==> config.mk <==
export PLATFORM = sky130hd
export DESIGN_NAME = factorizer
export DESIGN_NICKNAME = d
export VERILOG_FILES = /design/src/rtl/factorizer.sv
export SDC_FILE = /design/constraint.sdc
export NUM_CORES = 1
export LEC_CHECK = 0
export ABC_AREA = 0
export BUFFER_PORTS_ARGS = -buffer_cell sky130_fd_sc_hd__buf_2
export CAP_MARGIN = 5
export CELL_PAD_IN_SITES_DETAIL_PLACEMENT = 1
export CELL_PAD_IN_SITES_GLOBAL_PLACEMENT = 1
export CORE_MARGIN = 5
export CORE_UTILIZATION = 40
export CTS_CLUSTER_SIZE = 8
export DETAILED_ROUTE_END_ITERATION = 16
export PLACE_DENSITY_LB_ADDON = 0.1
export RECOVER_POWER = 100
export SLEW_MARGIN = 10
export SYNTH_ARGS = -nofsm -noshare
export SYNTH_HDL_FRONTEND = slang
export SYNTH_SLANG_ARGS = --single-unit
==> constraint.sdc <==
create_clock -name clk -period 3.7 [get_ports clk]
set_input_delay 0.74 -clock clk [delete_from_list [all_inputs] [get_ports clk]]
set_output_delay 0.74 -clock clk [all_outputs]
set_load 0.1 [all_outputs]
==> src/rtl/factorizer.sv <==
// Sequential prime factorizer: trial division by a restoring divider, emitting
// one factor per handshake. Define FACTORIZER_FAST_EN to skip even divisors > 2.
module factorizer #(
  parameter int WIDTH_LOG = 4,
  localparam int WIDTH = 1 << WIDTH_LOG
) (
  input  logic             clk,
  input  logic             rst,
  input  logic             go,
  input  logic [WIDTH-1:0] n,
  input  logic             ack,
  output logic             ready,
  output logic             valid,
  output logic             last,
  output logic             error,
  output logic [WIDTH-1:0] res
);

  typedef enum logic [2:0] {READY, ERROR, CHECK, DIVIDE, EMIT} state_t;

  state_t               state_q, state_d;
  logic [WIDTH-1:0]     m_q, m_d, div_q, div_d, rem_q, rem_d, quo_q, quo_d;
  logic [WIDTH:0]       div_sq_q, div_sq_d;
  logic [WIDTH_LOG-1:0] cnt_q, cnt_d;
  logic [WIDTH-1:0]     res_d;
  logic                 ready_d, valid_d, last_d, error_d;

  // One restoring-division step: shift in the next dividend bit, try subtract.
  logic [WIDTH:0]   rem_sh, diff;
  logic [WIDTH-1:0] rem_n, quo_n;
  logic             step_small;

  always_comb begin
    rem_sh = {rem_q, quo_q[WIDTH-1]};
    diff   = rem_sh - {1'b0, div_q};
    if (!diff[WIDTH]) begin
      rem_n = diff[WIDTH-1:0];
      quo_n = {quo_q[WIDTH-2:0], 1'b1};
    end else begin
      rem_n = rem_sh[WIDTH-1:0];
      quo_n = {quo_q[WIDTH-2:0], 1'b0};
    end
  end

`ifdef FACTORIZER_FAST_EN
  assign step_small = (div_q == WIDTH'(2));
`else
  assign step_small = 1'b1;
`endif

  always_comb begin
    state_d  = state_q;
    m_d      = m_q;
    div_d    = div_q;
    div_sq_d = div_sq_q;
    rem_d    = rem_q;
    quo_d    = quo_q;
    cnt_d    = cnt_q;
    res_d    = res;
    ready_d  = ready;
    valid_d  = valid;
    last_d   = last;
    error_d  = error;
    case (state_q)
      READY, ERROR: begin
        if (go) begin
          if (n < WIDTH'(2)) begin
            state_d = ERROR;
            error_d = 1'b1;
          end else begin
            state_d  = CHECK;
            m_d      = n;
            div_d    = WIDTH'(2);
            div_sq_d = (WIDTH+1)'(4);
            ready_d  = 1'b0;
            error_d  = 1'b0;
          end
        end
      end
      CHECK: begin
        if (div_sq_q > {1'b0, m_q}) begin
          if (m_q > WIDTH'(1)) begin
            state_d = EMIT;
            res_d   = m_q;
            last_d  = 1'b1;
            valid_d = 1'b1;
          end else begin
            state_d = READY;
            ready_d = 1'b1;
          end
        end else begin
          state_d = DIVIDE;
          rem_d   = '0;
          quo_d   = m_q;
          cnt_d   = '0;
        end
      end
      DIVIDE: begin
        rem_d = rem_n;
        quo_d = quo_n;
        cnt_d = cnt_q + WIDTH_LOG'(1);
        if (cnt_q == WIDTH_LOG'(WIDTH-1)) begin
          if (rem_n == '0) begin
            state_d = EMIT;
            res_d   = div_q;
            last_d  = 1'b0;
            valid_d = 1'b1;
            m_d     = quo_n;
          end else begin
            state_d = CHECK;
            // (d+1)^2 = d^2+2d+1 ; (d+2)^2 = d^2+4d+4
            if (step_small) begin
              div_d    = div_q + WIDTH'(1);
              div_sq_d = div_sq_q + {div_q, 1'b0} + (WIDTH+1)'(1);
            end else begin
              div_d    = div_q + WIDTH'(2);
              div_sq_d = div_sq_q + {div_q[WIDTH-2:0], 2'b00} + (WIDTH+1)'(4);
            end
          end
        end
      end
      EMIT: begin
        if (ack) begin
          valid_d = 1'b0;
          if (last) begin
            state_d = READY;
            ready_d = 1'b1;
            last_d  = 1'b0;
          end else begin
            state_d = CHECK;
          end
        end
      end
      default: begin
        state_d = READY;
        ready_d = 1'b1;
      end
    endcase
  end

  always_ff @(posedge clk or posedge rst) begin
    if (rst) begin
      state_q  <= READY;
      m_q      <= '0;
      div_q    <= '0;
      div_sq_q <= '0;
      rem_q    <= '0;
      quo_q    <= '0;
      cnt_q    <= '0;
      res      <= '0;
      ready    <= 1'b1;
      valid    <= 1'b0;
      last     <= 1'b0;
      error    <= 1'b0;
    end else begin
      state_q  <= state_d;
      m_q      <= m_d;
      div_q    <= div_d;
      div_sq_q <= div_sq_d;
      rem_q    <= rem_d;
      quo_q    <= quo_d;
      cnt_q    <= cnt_d;
      res      <= res_d;
      ready    <= ready_d;
      valid    <= valid_d;
      last     <= last_d;
      error    <= error_d;
    end
  end

endmodule

# After elaboration in Yosys (flattened, before gate mapping)
# Index checks and enable logic that the tools add are counted.
op_classes:
  n_eq_ne: 16
  n_reduce_logical: 14
  magnitude_cmp: 3
  bitwise: 1
  n_mux: 54
  add_sub_neg: 5
ops:
  columns: ["cell", "n"]
  rows:
  - ["16-bit two-way mux", 15]
  - ["16-bit one-hot mux with 2 select lines", 5]
  - ["17-bit two-way mux", 4]
  - ["17-bit one-hot mux with 2 select lines", 1]
  - ["2-bit inequality test (second input constant)", 11]
  - ["3-bit two-way mux", 6]
  - ["17-bit by 1-bit adder with 17-bit output (second input constant)", 1]
  - ["17-bit adder", 1]
  - ["17-bit by 16-bit > comparator with 1-bit output", 1]
  - ["17-bit by 16-bit subtractor with 17-bit output", 1]
  - ["16-bit by 1-bit adder with 16-bit output (second input constant)", 1]
  - ["16-bit by 1-bit > comparator with 1-bit output (second input constant)", 1]
  - ["16-bit logical NOT", 1]
  - ["16-bit by 2-bit less-than comparator with 1-bit output (second input constant)", 1]
  - ["1-bit two-way mux", 15]
  - ["5-bit AND reduction", 3]
  - ["3-bit one-hot mux with 4 select lines", 1]
  - ["4-bit one-hot mux with 2 select lines", 1]
  - ["7-bit AND reduction", 1]
  - ["3-bit by 2-bit == test with 1-bit output (second input constant)", 2]
  - ["1-bit one-hot mux with 3 select lines", 2]
  - ["6-bit AND reduction", 1]
  - ["4-bit by 1-bit adder with 4-bit output (second input constant)", 1]
  - ["4-bit == test (second input constant)", 1]
  - ["other kinds (12)", 15]
totals:
  word_cells: 105
  input_bits: 20
  regBits: 108

# Logic depth before layout (Yosys ltp)
depth:
  word_depth: 6
  depth_mapped: 15
  depth_no_buf: 13

# Least setup slack after synthesis
# No wires, ideal clock.
synth_path:
  kind: "register to register"
  from: "register div_q[0]"
  to: "register res[10]"
  setup_time_ns: 0.125
  stages_incl_launch_ff: 14
  arrival_ns: 3.624
  required_time_ns: 3.575
  slack_ns: -0.049
  path_cell_list: "dfrtp_1 > ha_1 > inv_1 > fa_1 > a21o_1 > a221oi_4 > nor3_2 > a211oi_4 > nand2_1 > a2111oi_2 > a21oi_2 > a211oi_4 > buf_6 > mux2_2"
synth_via:
  elab_chain_cells: 5
synth_lines:
  columns: ["item", "line", "rtl"]
  rows:
  - ["from (decl)", "22", "logic [WIDTH-1:0] m_q, m_d, div_q, div_d, rem_q, rem_d, quo_q, quo_d;"]
  - ["from (signal assigned)", "158", "div_q <= div_d;"]
  - ["17-bit by 16-bit subtractor with 17-bit output", "35", "diff = rem_sh - {1'b0, div_q};"]
  - ["16-bit two-way mux", "36", "if (!diff[WIDTH]) begin"]
  - ["16-bit logical NOT", "103", "if (rem_n == '0) begin"]
  - ["2-bit inequality test (no source line)", null, null]
  - ["5-bit AND reduction (no source line)", null, null]
  - ["to (signal assigned)", "163", "res <= res_d;"]
  - ["to (decl)", "16", "output logic [WIDTH-1:0] res"]
# Every way passes these cells.
# A chain may end at the register's enable or synchronous reset.

# Worst setup path after layout
layout_path:
  from: "register quo_q[15]"
  to: "register res[1]"
layout_via:
  elab_chain_cells: 5
layout_lines:
  columns: ["item", "line", "rtl"]
  rows:
  - ["from (decl)", "22", null]
  - ["from (signal assigned)", "161", "quo_q <= quo_d;"]
  - ["17-bit by 16-bit subtractor with 17-bit output", "35", null]
  - ["16-bit two-way mux *", "36", null]
  - ["16-bit logical NOT *", "103", null]
  - ["2-bit inequality test (no source line) *", null, null]
  - ["5-bit AND reduction (no source line) *", null, null]
# Mark *: on every way between the ends. The rest lies on a longest branch, timed or not.

==> reports/metrics.cfg <==
[yosys]
synth_nets=838
synth_largest_area_cell=dfrtp_1
synth_top_area_share_pct=37.04
yosys-top-cells-area=dfrtp_1 (37%), ha_1 (8.5%), mux2_2 (4.5%), mux2i_1 (4.0%), a21oi_1 (3.9%)
async_reset_ff_share_pct=100.0
synth_cell_types=67
ys_ff_latch=108
avgSynthCellArea_um2=9.426
synth_ff_type=dfrtp_1
ys_warn_count=0
synth_enable_flop_cells=0
syn_inst=767
post-synth-top-count-cell=dfrtp_1
synthTopCellsByCount=dfrtp_1 (107), nand2_1 (65), a21oi_1 (56)
syn_area_um2=7229
seq_area_frac_synth_pct=37.40

[clock_tree]
cts_made_buffers=9
htree_levels=3
root_buffer=clkbuf_16
clockBufferDepth=2
cts_tree=yes
path_clk_slew_ns=0.07
clock_latency_ns=0.36
clock-sinks=108

[critical_path]
arrival_ns=3.99
endpoint_kind=register
crit_fanout=7
crit_type=reg -> reg
cp.required_ns=3.94
worstSetupStartpointType=register

[job]
cap_viol_max_count=1

[floorplanning]
die_w_um=144.4
die_area_um2=20860
core_area_um2=17900
start_util_pct=40.38
die_h_um=144.4
fp-row-count=49
pin_count=40

[grt]
grt_pass1_wl_um=37130
antenna_found_initial=0
grt_pass1_vias=6772
track_usage_pct=22.67
overflow=0
grt_max_degree=82

[cells_and_area]
finalNetCount=912
fin_util_pct=47.61
fillers=2064
antenna_cells=0
layout-drive-gt1-share_pct=17.49
area_delta_synth_final_pct=17.90

[sta]
max_slew_margin_pct=-26.91
finalSetupViolCount=16
rsz0062_at_grt=yes
timing.final.hold_violations=0
timing.final.crit_share_pct=101.4
skew_ns=0.01043
worst_slack_ns=-0.05011
fin_hold_ws_ns=0.5032
fmax_mhz=266.7
slew_violations=82
tightest_slew_ns=1.904
fin_crit_ns=3.750

[routing]
antenna_left=0
drtPass1Iterations=4
via_count=6420
routed_wl_um=23440
drtIter0Drc=337
detail_route.vias_per_cell=5.972
drc=0
wl_per_cell_um=21.81

[pwr]
ir_drop_mv=0.5852
power_density_nw_per_um2=1085
p_leak_nw=4.032
p_total_mw=9.246

[hold_path]
hold_class=reg -> reg

[placed_design]
dp_hpwl_um=17180
gp_congestion=0.8660
portBuffers=39

[status]
run_status=finished, violations left
violations=max-capacitance violations, max-slew violations, negative setup slack

==> cell type report <==
type,instances,area (um^2),share of cell area [%]
clock inverter,5,107.6,1.262
timing repair buffer,95,624.3,7.325
sequential,108,2704,31.72
tap,229,286.5,3.362
inverter,42,158.9,1.864
multi-input combinational,585,4409,51.73
clock buffer,11,232.7,2.730
==> state kept, by name, summed over array words and instances, names as in the netlist <==
name and flops:
error 1, quo_q 16, m_q 16, rem_q 16, cnt_q 4, res 16
state_q 3, div_sq_q 17, ready 1, last 1, div_q 16, valid 1
==> cells by family (layout without fill, tap and decap cells) <==
group | Yosys count | after routing | synth area share, %
AND/OR/NAND/NOR | 219 | 219 | 15.40
buffers and inverters | 76 | 153 | 4.275
XOR/XNOR | 29 | 29 | 3.513
flip-flops | 108 | 108 | 37.40
multiplexers | 58 | 58 | 8.532
adder cells (fa/ha/maj) | 51 | 51 | 9.034
AO/OA/AOI/OAI | 226 | 228 | 21.84
==> layout by cell type (no fill, tap or decap), drive strengths merged, types with 11 or more instances in the layout <==
| cell type | netlist | final |
|---|---|---|
| dfrtp | 107 | 107 |
| buf | 7 | 73 |
| nand2 | 65 | 65 |
| a21oi | 58 | 58 |
| ha | 49 | 49 |
| inv | 42 | 42 |
| o21ai | 41 | 41 |
| nor2 | 37 | 37 |
| clkbuf | 27 | 33 |
| mux2i | 29 | 29 |
| and3 | 29 | 29 |
| mux2 | 29 | 29 |
| a21o | 24 | 24 |
| a221o | 20 | 20 |
| xnor2 | 19 | 19 |
| nand3 | 18 | 18 |
| o22ai | 16 | 16 |
| nor4 | 14 | 14 |
| nor3 | 11 | 11 |
==> where the power goes <==
part           total (mW)  switching, mW  internal, mW
Sequential           1.97          0.363          1.61
Clock                1.13          0.464         0.667
Combinational        6.14           3.75          2.39
==> stage by stage <==
| step | area [um^2] | setup TNS [ns] | setup WS, ns | std cells |
|---|---|---|---|---|
| global placement | 7949 | 0 | 0.05639 | 1048 |
| CTS | 8382 | 0 | 0.004775 | 1070 |
| detailed placement | 7949 | -2.215 | -0.08760 | 1048 |
| global route | 8523 | -5.618 | -0.1826 | 1075 |
| finish | 8523 | -0.6852 | -0.05011 | 1075 |
| floorplan | 7229 | -0.2021 | -0.02021 | 767 |
==> critical path, stage by stage (launching register included) <==
cell and delay, ns:
dfrtp_1 0.40, inv_2 0.07, ha_4 0.12, inv_2 0.04, fa_2 0.39, a21o_1 0.22
a221oi_4 0.41, o211ai_1 0.15, xnor2_1 0.27, o2111ai_2 0.20, nor4_4 0.35, a21oi_4 0.13
a211oi_4 0.25, buf_6 0.17, buf_12 0.14, mux2_4 0.30
==> routing by layer <==
metal  vias to the layer above  GRT usage (%)  share of wire (%)
met4                         0          4.467                1.2
met2                       105          38.50                 49
met5                         -              0                  0
li1                       3017              -                  -
met1                      3278          31.33                 47
met3                        20          2.778                3.1
==> final timing paths <==
path	from	to	slack, ns	depth (start not counted)
setup / recovery	quo_q[15]	res[1]	-0.05	15
hold / removal	ready	ready	0.50	2
setup reg to reg	quo_q[15]	res[1]	-0.05	15
hold reg to reg	ready	ready	0.50	2
max in group asynchronous	rst	rem_q[14]	0.62	3
min in group asynchronous	rst	m_q[9]	0.64	2
==> timing repair <==
item | CTS | global route
setup endpoints to repair | 55 | 62
cloned | 2 | 1
hold buffers | 0 | 0
setup buffers | 4 | 4
pin swaps | 2 | 10
gates resized for setup | 9 | 35
No activity file was read; power rests on OpenSTA's default activity.
